## config.mk

```make
export PLATFORM = sky130hd
export DESIGN_NAME = consumer_fifo
export DESIGN_NICKNAME = d
export VERILOG_FILES = /design/src/rtl/consumer_fifo.sv
export SDC_FILE = /design/constraint.sdc
export NUM_CORES = 1
export LEC_CHECK = 0
export BUFFER_PORTS_ARGS = -buffer_cell sky130_fd_sc_hd__buf_2
export CORE_ASPECT_RATIO = 2
export CORE_MARGIN = 3
export CORE_UTILIZATION = 45
export CTS_BUF_LIST = sky130_fd_sc_hd__clkbuf_8
export DETAILED_ROUTE_END_ITERATION = 8
export GPL_TIMING_DRIVEN = 0
export PLACE_DENSITY = 0.62
export SLEW_MARGIN = 20
export SYNTH_ARGS = -nofsm -noshare
export SYNTH_HDL_FRONTEND = slang
export SYNTH_SLANG_ARGS = --single-unit
```

## constraint.sdc

```tcl
create_clock -name consumer_fifo_iclk -period 3 [get_ports consumer_fifo_iclk]
set_input_delay 0.6 -clock consumer_fifo_iclk [delete_from_list [all_inputs] [get_ports consumer_fifo_iclk]]
set_output_delay 0.6 -clock consumer_fifo_iclk [all_outputs]
set_load 0.01 [all_outputs]
```

## src/rtl/consumer_fifo.sv

```systemverilog
// consumer_fifo: buffered pull-side consumer endpoint.
//   Issues a one-cycle request pulse to a producer and waits for a valid word.
//   Each returned word is captured into a DEPTH-entry FIFO, which the downstream
//   reader sees as first-word fall-through. The block also keeps a saturating
//   count of accepted words and a sticky flag for a producer that never answered.
//
// Ports:
//   consumer_fifo_iclk      in   clock, rising edge
//   consumer_fifo_irst      in   asynchronous active-high reset
//   consumer_fifo_req       out  request pulse to producer (high only in REQ)
//   consumer_fifo_valid     in   producer data valid (accepted only in WAIT)
//   consumer_fifo_data      in   producer data word
//   consumer_fifo_rd_en     in   downstream pop (ignored while empty)
//   consumer_fifo_rd_data   out  FIFO head
//   consumer_fifo_rd_valid  out  FIFO not empty
//   consumer_fifo_count     out  occupancy
//   consumer_fifo_consumed  out  total accepted words, saturating
//   consumer_fifo_timeout   out  sticky producer-timeout flag
//
// Optional macro: CONSUMER_FIFO_MONITOR_EN prints each accepted word in simulation.
module consumer_fifo #(
  parameter int unsigned DATA_W  = 4,
  parameter int unsigned DEPTH   = 8,
  parameter int unsigned TIMEOUT = 16,
  parameter int unsigned CNT_W   = 16
) (
  input  logic                       consumer_fifo_iclk,
  input  logic                       consumer_fifo_irst,
  output logic                       consumer_fifo_req,
  input  logic                       consumer_fifo_valid,
  input  logic [DATA_W-1:0]          consumer_fifo_data,
  input  logic                       consumer_fifo_rd_en,
  output logic [DATA_W-1:0]          consumer_fifo_rd_data,
  output logic                       consumer_fifo_rd_valid,
  output logic [$clog2(DEPTH):0]     consumer_fifo_count,
  output logic [CNT_W-1:0]           consumer_fifo_consumed,
  output logic                       consumer_fifo_timeout
);

  localparam int unsigned PtrW = $clog2(DEPTH);
  localparam int unsigned OccW = PtrW + 1;
  localparam int unsigned TmoW = $clog2(TIMEOUT + 1);

  typedef enum logic [1:0] {StIdle, StReq, StWait} state_e;

  state_e              state_q, state_d;
  logic [DATA_W-1:0]   mem_q [DEPTH];
  logic [PtrW-1:0]     wptr_q, wptr_d;
  logic [PtrW-1:0]     rptr_q, rptr_d;
  logic [OccW-1:0]     count_q, count_d;
  logic [CNT_W-1:0]    consumed_q, consumed_d;
  logic [TmoW-1:0]     tmo_cnt_q, tmo_cnt_d;
  logic                timeout_q, timeout_d;
  logic                wr_en;
  logic                pop;

  assign wr_en = (state_q == StWait) && consumer_fifo_valid;
  assign pop   = consumer_fifo_rd_en && (count_q != '0);

  always_comb begin
    state_d   = state_q;
    tmo_cnt_d = tmo_cnt_q;
    timeout_d = timeout_q;
    unique case (state_q)
      StIdle: begin
        // Only request when a slot is free, so a returned word always fits.
        if (count_q < OccW'(DEPTH)) state_d = StReq;
      end
      StReq: begin
        state_d = StWait;
      end
      StWait: begin
        if (consumer_fifo_valid) begin
          state_d   = StIdle;
          tmo_cnt_d = '0;
        end else if (tmo_cnt_q == TmoW'(TIMEOUT - 1)) begin
          state_d   = StIdle;
          tmo_cnt_d = '0;
          timeout_d = 1'b1;
        end else begin
          tmo_cnt_d = tmo_cnt_q + 1'b1;
        end
      end
      default: state_d = StIdle;
    endcase
  end

  always_comb begin
    wptr_d     = wr_en ? wptr_q + 1'b1 : wptr_q;
    rptr_d     = pop ? rptr_q + 1'b1 : rptr_q;
    count_d    = count_q;
    consumed_d = consumed_q;
    unique case ({wr_en, pop})
      2'b10:   count_d = count_q + 1'b1;
      2'b01:   count_d = count_q - 1'b1;
      default: count_d = count_q;
    endcase
    if (wr_en && (consumed_q != '1)) consumed_d = consumed_q + 1'b1;
  end

  always_ff @(posedge consumer_fifo_iclk or posedge consumer_fifo_irst) begin
    if (consumer_fifo_irst) begin
      state_q    <= StIdle;
      wptr_q     <= '0;
      rptr_q     <= '0;
      count_q    <= '0;
      consumed_q <= '0;
      tmo_cnt_q  <= '0;
      timeout_q  <= 1'b0;
    end else begin
      state_q    <= state_d;
      wptr_q     <= wptr_d;
      rptr_q     <= rptr_d;
      count_q    <= count_d;
      consumed_q <= consumed_d;
      tmo_cnt_q  <= tmo_cnt_d;
      timeout_q  <= timeout_d;
    end
  end

  // Storage needs no reset: entries are only visible once written.
  always_ff @(posedge consumer_fifo_iclk) begin
    if (wr_en) mem_q[wptr_q] <= consumer_fifo_data;
  end

  assign consumer_fifo_req      = (state_q == StReq);
  assign consumer_fifo_rd_data  = mem_q[rptr_q];
  assign consumer_fifo_rd_valid = (count_q != '0);
  assign consumer_fifo_count    = count_q;
  assign consumer_fifo_consumed = consumed_q;
  assign consumer_fifo_timeout  = timeout_q;

`ifdef CONSUMER_FIFO_MONITOR_EN
  always @(posedge consumer_fifo_iclk) begin
    if (!consumer_fifo_irst && wr_en) begin
      $display("data consumed : %b time=%0t occupancy=%0d", consumer_fifo_data, $time, count_d);
    end
  end
`endif

endmodule

```

==> results.json, run 1 <==
{
  "synth_most_common_cell": "dfrtp_1",
  "io_buffers": 34,
  "grt_pass1_vias": 1865,
  "antenna_found_initial": 0,
  "arrival_ps": 1970,
  "hold_class": "in2async",
  "cts.path.max_buffers": 2,
  "dp_hpwl_um": 4096,
  "viasPerCell": 5.141,
  "root_buffer": "clkbuf_8",
  "ctsResizeCount": 0,
  "diodes": 0,
  "cts_setup_buffers": 0,
  "async_reset_ff_share_pct": 51.52,
  "setup.worst_path.end_class": "output port",
  "cts_buffers": 9,
  "outcome": "complete, no violations",
  "start_util_pct": 46.44,
  "clock_sinks": 66,
  "ys_seq_area_share_pct": 61.83,
  "setup_viol": 0,
  "swShare_pct": 31.13,
  "gr-total-overflow": 0,
  "critPathKind": "reg2out",
  "place_congestion": 0.7897,
  "p_switching_mw": 0.9104,
  "fin_crit_ps": 2570,
  "power_density_mw_per_mm2": 855.0,
  "clk_latency_ps": 330,
  "final.setup.tns_ps": 0,
  "yosysTopAreaCell": "edfxtp_1",
  "ys_top_cells_by_area": "edfxtp_1 33%, dfrtp_1 29%, mux4_2 6.1%",
  "hold_viol": 0,
  "fin_util_pct": 54.21,
  "drcViolationCount": 0,
  "power_mw": 2.925,
  "rsz0062_at_grt": "no",
  "crit_start": "rptr_q[0]",
  "seqPwrFrac_pct": 43.8,
  "cts_tree": "done",
  "yosys_warnings": 0,
  "ys_types": 37,
  "syn_inst": 212,
  "synth_commonest_cells": "34 x dfrtp_1, 32 x edfxtp_1, 17 x nand2_1",
  "cap_violations": 0,
  "synth_ff_type": "dfrtp_1",
  "fmax_mhz": 389.0,
  "fin_skew_ps": 6.294,
  "ant_nets": 0,
  "drt_first_pass_iters": 4,
  "p_int_mw": 2.014,
  "grt_pass1_wl_um": 9190,
  "grt_max_degree": 35,
  "ir_worst_vdd_mv": 0.4121,
  "h-tree-depth": 3,
  "path_clk_slew_ps": 60,
  "clkPwrFrac_pct": 26.7,
  "synth_edf_count": 32,
  "crit_top_cell": "buf_2",
  "vias": 1789,
  "r2r_end": "consumer_fifo_count[3]",
  "synth_nets": 228,
  "finalWorstSetupSlack_ps": 429.5,
  "syn_to_final_growth_pct": 16.74,
  "num_io_pins": 35,
  "die_area_mm2": 0.007575,
  "synth_top_cell_area_share_pct": 32.79,
  "track_usage_pct": 16.45,
  "core_area_mm2": 0.006310,
  "cts_hold_buf": 0,
  "slew_viol_final": 0,
  "die_y_um": 120.1,
  "nets": 273,
  "p_leak_nw": 1.470,
  "r2r-start": "consumer_fifo_count[0]",
  "synth_area_per_cell_um2": 13.82,
  "cp.required_ps": 2400,
  "post-place-ws_ps": 145.2,
  "ys_seq_elements": 66,
  "max_slew_margin_pct": 38.98,
  "wirelength_um": 5397,
  "worst_pin_slew_ps": 902.6,
  "fin_crit_sh_pct": 85.68,
  "drt_iter0_drc": 21,
  "crit_path_max_fanout": 9,
  "p_comb_share_pct": 29.5,
  "synth_area_mm2": 0.002930,
  "slowest_delay_ps": 570,
  "fin_area_mm2": 0.003421,
  "cp-start-kind": "flop",
  "rrSetupSlack_ps": 430,
  "fp.dieW_um": 63.06,
  "place_area_mm2": 0.003208,
  "crit_family": "multiplexers",
  "cp.buffers_inverters": 2,
  "layout-drive-gt1-share_pct": 26.72,
  "cpMaxStageDelayCell": "mux4_2",
  "num_rows": 41,
  "drt-wirelength-per-cell_um": 15.51,
  "rr_worst_depth": 9,
  "path_cells": "buf_2 > mux4_2 > mux2_2 > buf_2"
}
-- layout by cell type (no fill, tap or decap), types with 2 or more instances in the layout --
cell type / synthesis / final
a21o_1: 2 / 2
a21oi_1: 4 / 4
a31oi_1: 2 / 2
and3_1: 3 / 3
buf_2: 3 / 37
bufinv_16: 0 / 2
clkbuf_1: 3 / 3
clkbuf_8: 0 / 10
dfrtp_1: 34 / 34
edfxtp_1: 32 / 32
ha_1: 7 / 7
inv_1: 8 / 10
mux2_2: 6 / 6
mux2i_1: 2 / 2
mux4_2: 8 / 8
nand2_1: 17 / 17
nand2b_1: 2 / 2
nand3_1: 9 / 9
nand4_1: 3 / 3
nand4_2: 2 / 2
nor2_1: 9 / 9
nor3_1: 7 / 7
nor3b_1: 2 / 2
nor4_1: 3 / 3
o21a_1: 2 / 2
o21ai_0: 10 / 10
o311ai_0: 2 / 2
xnor2_1: 11 / 11
xor2_1: 9 / 9
-- flip-flops by register name, indices dropped and copies added (netlist names) --
name	flops
consumer_fifo_timeout	1
mem_q	32
consumer_fifo_count	4
rptr_q	3
wptr_q	3
consumer_fifo_consumed	16
tmo_cnt_q	5
state_q	2
-- metal layers --
layer,vias to the layer above,global-route usage [%],part of all wire (%)
li1,871,-,-
met2,44,29.91,59
met1,864,16.49,36
met3,10,4.775,3.5
met4,0,8.575,2.1
met5,-,0,0
-- layout make-up --
type	instances	area [um^2]
fill	565	2889
sequential	66	1812
multi-input combinational	132	1062
timing repair buffer	34	170.2
clock buffer	10	137.6
tap	86	107.6
clock inverter	6	75.07
inverter	8	30.03
buffer	6	26.28
-- cells by family after synthesis --
family                     count (synthesis)  share of synthesized area (%)
DFF                                       66                          61.83
AOI/OAI and AO/OA                         22                          4.440
muxes                                     17                          9.522
and+or+nand+nor                           65                          12.64
xor gates and xnor gates                  20                          5.978
buffers and inverters                     14                          1.921
adders and majority gates                  8                          3.672
-- worst max-delay path by stage --
stage / end / slack (ps) / cells after the start
3_3_place_gp: consumer_fifo_count[3] / 190 / 11
2_1_floorplan: consumer_fifo_count[3] / 510 / 9
4_1_cts: consumer_fifo_rd_data[2] / 360 / 4
6_report: consumer_fifo_rd_data[2] / 430 / 4
3_5_place_dp: consumer_fifo_count[3] / 150 / 11
5_1_grt: consumer_fifo_count[3] / 290 / 9
-- stage by stage --
| stage | hold WS, ps | std cells |
|---|---|---|
| global route | 422.8 | 348 |
| floorplan | 442.0 | 212 |
| global placement | 441.6 | 332 |
| CTS | 395.4 | 348 |
| finish | 377.5 | 348 |
| detailed placement | 450.8 | 332 |
-- worst register-to-register path: stages, from the launching register on --
cell and delay, ps:
dfrtp_1 420, or4_1 580, nand2_1 160, inv_1 60, ha_1 230, ha_1 280, a21o_1 170, a21oi_1 180
mux2i_1 260, xnor2_1 150
-- power by group through the flow --
stage	logic (mW)	registers (mW)	clock network (mW)
2_1_floorplan	0.614	1.28	0
3_3_place_gp	0.858	1.29	0
3_5_place_dp	0.887	1.30	0
4_1_cts	0.891	1.28	0.808
5_1_grt	0.975	1.31	0.856
6_report	0.862	1.28	0.782
Note: power is estimated with default switching activity, not from simulation.
==> run 2: changes to the inputs <==
==> constraint.sdc (replaced) <==
create_clock -name consumer_fifo_iclk -period 3 [get_ports consumer_fifo_iclk]
set_input_delay 0.15 -clock consumer_fifo_iclk [delete_from_list [all_inputs] [get_ports consumer_fifo_iclk]]
set_output_delay 0.15 -clock consumer_fifo_iclk [all_outputs]
set_load 0.01 [all_outputs]
==> results.json, run 2 (synthesized netlist as in run 1, its figures left out) <==
{
  "outcome": "complete, no violations",
  "die_area_mm2": 0.007575,
  "cp-start-kind": "flop",
  "num_io_pins": 35,
  "drcViolationCount": 0,
  "place_congestion": 0.7897,
  "fin_crit_ps": 2572,
  "ir_worst_vdd_mv": 0.4112,
  "drt-wirelength-per-cell_um": 15.43,
  "cts_tree": "done",
  "top_usage_layer": "met2",
  "p_leak_nw": 1.474,
  "cap_violations": 0,
  "critPathKind": "reg2reg",
  "diodes": 0,
  "num_rows": 41,
  "fmax_mhz": 388.7,
  "grt_util_met1_pct": 16.55,
  "start_util_pct": 46.44,
  "fin_util_pct": 54.37,
  "layout-drive-gt1-share_pct": 26.62,
  "io_buffers": 34,
  "hold_viol": 0,
  "gr-total-overflow": 0,
  "wirelength_um": 5386,
  "largest-register": "mem_q",
  "slew_viol_final": 0,
  "core_area_mm2": 0.006310,
  "arrival_ps": 2830,
  "fin_crit_sh_pct": 85.75,
  "track_usage_pct": 16.47,
  "crit_path_max_fanout": 5,
  "drt_iter0_drc": 19,
  "nets": 274,
  "ctsResizeCount": 0,
  "root_buffer": "clkbuf_8",
  "cts.path.max_buffers": 2,
  "path_clk_slew_ps": 70,
  "drt_first_pass_iters": 4,
  "cts_setup_buffers": 0,
  "clk_latency_ps": 330,
  "ant_nets": 0,
  "grt_pass1_wl_um": 9204,
  "final_common_cell": "buf_2",
  "syn_to_final_growth_pct": 17.08,
  "max_slew_margin_pct": 37.95,
  "antenna_found_initial": 0,
  "power_density_mw_per_mm2": 852.2,
  "cp.required_ps": 3250,
  "clock_sinks": 66,
  "grt_max_degree": 35,
  "fin_skew_ps": 6.398,
  "die_y_um": 120.1,
  "rsz0062_at_grt": "no",
  "fill_cells": 565,
  "grt_util_met2_pct": 29.91,
  "final.setup.tns_ps": 0,
  "h-tree-depth": 3,
  "setup.worst_path.end_class": "flop",
  "worst_pin_slew_ps": 917.8,
  "vias": 1781,
  "setup_viol": 0,
  "largest_reg_flops": 32,
  "viasPerCell": 5.103,
  "cts_buffers": 9,
  "final_cell_mix": "37 x buf_2, 34 x dfrtp_1, 32 x edfxtp_1, 17 x nand2_1, 11 x xnor2_1",
  "dp_hpwl_um": 4096,
  "grt_pass1_vias": 1865,
  "fp.dieW_um": 63.06,
  "hold_class": "in2reg",
  "use_met3_pct": 4.775,
  "cts_hold_buf": 1
}
## run 2: cell count changes in the layout (fill, tap and decap cells not counted), sizes merged
cell,previous run,this run
dlygate4sd3,0,1
## run 2: final timing paths
path | depth (start not counted) | slack (ps) | endpoint | startpoint
max in group asynchronous | 3 | 2060 | consumer_fifo_count[0] | consumer_fifo_irst
min in group asynchronous | 3 | 470 | tmo_cnt_q[1] | consumer_fifo_irst
hold reg to reg | 1 | 460 | consumer_fifo_timeout | consumer_fifo_timeout
setup reg to reg | 9 | 430 | consumer_fifo_count[3] | consumer_fifo_count[0]
hold / removal | 3 | 90 | rptr_q[2] | consumer_fifo_rd_en
setup / recovery | 9 | 430 | consumer_fifo_count[3] | consumer_fifo_count[0]
## run 2: where the power goes
group | internal (mW) | switching, mW
registers | 1.11 | 0.171
logic | 0.428 | 0.435
clock network | 0.479 | 0.302
## run 2: area by class of cell
cell class                      instances  area, um^2  share of cell area (%)
Clock inverter                          6       75.07                   2.188
Buffer                                  6       26.28                  0.7659
Multi-Input combinational cell        132        1062                   30.96
Timing Repair Buffer                   35       180.2                   5.252
Tap cell                               86       107.6                   3.136
Clock buffer                           10       137.6                   4.012
Sequential cell                        66        1812                   52.81
Inverter                                8       30.03                  0.8753
## run 2: routing by layer
metal / vias to the layer above / share of wire [%] / routed length (um)
li1: 874 / - / -
met1: 863 / 36 / 1940
met2: 34 / 58 / 3149
met3: 10 / 3.4 / 182
met4: 0 / 2.1 / 113
met5: - / 0 / 0
## run 2: critical path, cell delays in order (launching register included)
cell,delay [ps]
dfrtp_1,430
or4_1,580
nand2_1,160
inv_1,60
ha_1,230
ha_1,280
a21o_1,170
a21oi_1,180
mux2i_1,260
xnor2_1,150
## run 2: metrics by stage
step           cell area, um^2  instances  setup WS [ps]  power, mW  hold slack (ps)
6_report                  3431        349          427.6      2.924            94.41
5_1_grt                   3431        349          289.0      3.138            90.85
3_5_place_dp              3208        332          404.8      2.188            318.2
3_3_place_gp              3208        332          463.9      2.151            436.0
2_1_floorplan             2930        212          512.8      1.897            248.9
4_1_cts                   3431        349          402.6      2.983            76.69
==> run 3: changes to the inputs <==
--- a/config.mk
+++ b/config.mk
@@ -5,14 +5,14 @@
 export SDC_FILE = /design/constraint.sdc
 export NUM_CORES = 1
 export LEC_CHECK = 0
-export BUFFER_PORTS_ARGS = -buffer_cell sky130_fd_sc_hd__buf_2
 export CORE_ASPECT_RATIO = 2
 export CORE_MARGIN = 3
 export CORE_UTILIZATION = 45
 export CTS_BUF_LIST = sky130_fd_sc_hd__clkbuf_8
 export DETAILED_ROUTE_END_ITERATION = 8
+export DONT_BUFFER_PORTS = 1
 export GPL_TIMING_DRIVEN = 0
-export PLACE_DENSITY = 0.62
+export PLACE_DENSITY_LB_ADDON = 0.2
 export SLEW_MARGIN = 20
 export SYNTH_ARGS = -nofsm -noshare
 export SYNTH_HDL_FRONTEND = slang
==> results.json, run 3 (synthesized netlist as in run 1, its figures left out) <==
{
  "outcome": "complete, no violations",
  "vias": 1705,
  "rrSetupSlack_ps": 360,
  "fp.dieW_um": 63.06,
  "path_clk_slew_ps": 70,
  "whs_endpoint": "rptr_q[0]",
  "ant_nets": 0,
  "num_rows": 41,
  "cts_tree": "done",
  "fill_cells": 543,
  "final.setup.tns_ps": 0,
  "worst_pin_slew_ps": 1039,
  "drcViolationCount": 0,
  "setup.worst_path.end_class": "flop",
  "max_slew_margin_pct": 29.75,
  "layout-drive-gt1-share_pct": 15.74,
  "final_common_cell": "dfrtp_1",
  "drt-wirelength-per-cell_um": 17.43,
  "gr-total-overflow": 0,
  "hold_depth": 2,
  "ir_worst_vdd_mv": 0.5156,
  "track_usage_pct": 16.44,
  "r2r-start": "consumer_fifo_count[0]",
  "io_buffers": 0,
  "dp_cells": 298,
  "power_density_mw_per_mm2": 855.8,
  "slew_viol_final": 0,
  "arrival_ps": 2910,
  "largest_reg_flops": 32,
  "die_area_mm2": 0.007575,
  "grt_pass1_wl_um": 9142,
  "slowest_delay_ps": 650,
  "multi_input_area_mm2": 0.001062,
  "nets": 246,
  "cp-start-kind": "flop",
  "syn_to_final_growth_pct": 13.24,
  "instances_no_fill": 321,
  "die_y_um": 120.1,
  "num_io_pins": 35,
  "r2r_end": "consumer_fifo_count[3]",
  "core_area_mm2": 0.006310,
  "fin_hold_ws_ps": 18.05,
  "grt_max_degree": 35,
  "seq_area_mm2": 0.001812,
  "cp.required_ps": 3270,
  "start_util_pct": 46.44,
  "antenna_found_initial": 0,
  "crit_top_cell": "ha_1",
  "path_cells": "or4_1 > nand2_1 > inv_1 > ha_1 > ha_1 > a21o_1 > a21oi_1 > mux2i_1 > xnor2_1",
  "hold_path_startpoint": "consumer_fifo_rd_en",
  "dp_hpwl_um": 4013,
  "cpMaxStageDelayCell": "or4_1",
  "ctsResizeCount": 0,
  "wirelength_um": 5596,
  "cts.path.max_buffers": 2,
  "setup_viol": 0,
  "p_leak_nw": 1.334,
  "clk_latency_ps": 340,
  "final_cell_mix": "34 x dfrtp_1, 32 x edfxtp_1, 17 x nand2_1, 11 x xnor2_1, 10 x o21ai_0",
  "fin_util_pct": 52.59,
  "clock_sinks": 66,
  "fmax_mhz": 378.2,
  "hold_class": "in2reg",
  "hold_viol": 0,
  "viasPerCell": 5.312,
  "fin_skew_ps": 9.581,
  "crit_path_max_fanout": 5,
  "h-tree-depth": 3,
  "critPathKind": "reg2reg",
  "fin_crit_sh_pct": 88.13,
  "place_congestion": 0.7461,
  "drt_iter0_drc": 75,
  "cap_violations": 0,
  "rr_worst_depth": 9,
  "drt_first_pass_iters": 4,
  "grt_pass1_vias": 1824,
  "root_buffer": "clkbuf_8",
  "largest-register": "mem_q",
  "diodes": 0,
  "rsz0062_at_grt": "no",
  "cts_buffers": 9,
  "fin_crit_ps": 2644
}
==> run 3: changes by cell type in the layout (fill, tap and decap cells not counted) <==
cell	delta
inv_1	-1
buf_2	-34
dlygate4sd3_1	+6
clkinvlp_4	+2
clkbuf_8	-1
==> run 3: how the worst max path moves through the flow <==
| stage | from | to | cells past startpoint |
|---|---|---|---|
| after floorplan | consumer_fifo_count[0] | consumer_fifo_count[3] | 9 |
| after global placement | consumer_fifo_count[0] | consumer_fifo_count[3] | 9 |
| after detailed placement | consumer_fifo_count[0] | consumer_fifo_count[3] | 9 |
| after CTS | consumer_fifo_count[0] | consumer_fifo_count[3] | 9 |
| after global routing | consumer_fifo_count[0] | consumer_fifo_count[3] | 9 |
| final | consumer_fifo_count[0] | consumer_fifo_count[3] | 9 |
==> run 3: repair_timing <==
action / 4_1_cts / 5_1_grt
hold endpoints to repair: 69 / 0
hold buffers: 7 / 0
setup buffers: 0 / 0
==> run 3: power breakdown <==
| group | internal (mW) | switching, mW | total (mW) |
|---|---|---|---|
| Combinational | 0.358 | 0.377 | 0.735 |
| Clock | 0.459 | 0.330 | 0.789 |
| Sequential | 1.11 | 0.208 | 1.32 |
==> run 3: through the flow <==
step | area [um^2] | setup slack [ps] | total power, mW
after floorplan | 2930 | 512.8 | 1.897
after global placement | 3038 | 347.0 | 2.062
after detailed placement | 3038 | 331.7 | 2.077
after CTS | 3318 | 322.7 | 2.892
after global routing | 3318 | 181.8 | 3.029
final | 3318 | 356.1 | 2.840
==> run 3: worst max-delay path: cells and delay by family (launching register included) <==
family                   cells  cell delay [ps]
AO/OA/AOI/OAI                2              340
XOR/XNOR                     1              130
adder cells (fa/ha/maj)      2              510
buffers and inverters        1               60
flip-flops                   1              460
multiplexers                 1              240
AND/OR/NAND/NOR              2              820
==> run 3: cell type report <==
class	instances	area share, %
Multi-Input combinational cell	132	32.01
Sequential cell	66	54.60
Buffer	6	0.7919
Clock inverter	7	2.602
Tap cell	86	3.243
Clock buffer	9	3.733
Timing Repair Buffer	7	2.112
Inverter	8	0.9050
==> run 3: per-layer routing <==
metal / track usage (%) / vias to the layer above / wire, um
met5: 0 / - / 0
met4: 7.884 / 0 / 123
met1: 16.26 / 834 / 2041
li1: - / 823 / -
met2: 29.72 / 40 / 3188
met3: 5.805 / 8 / 242
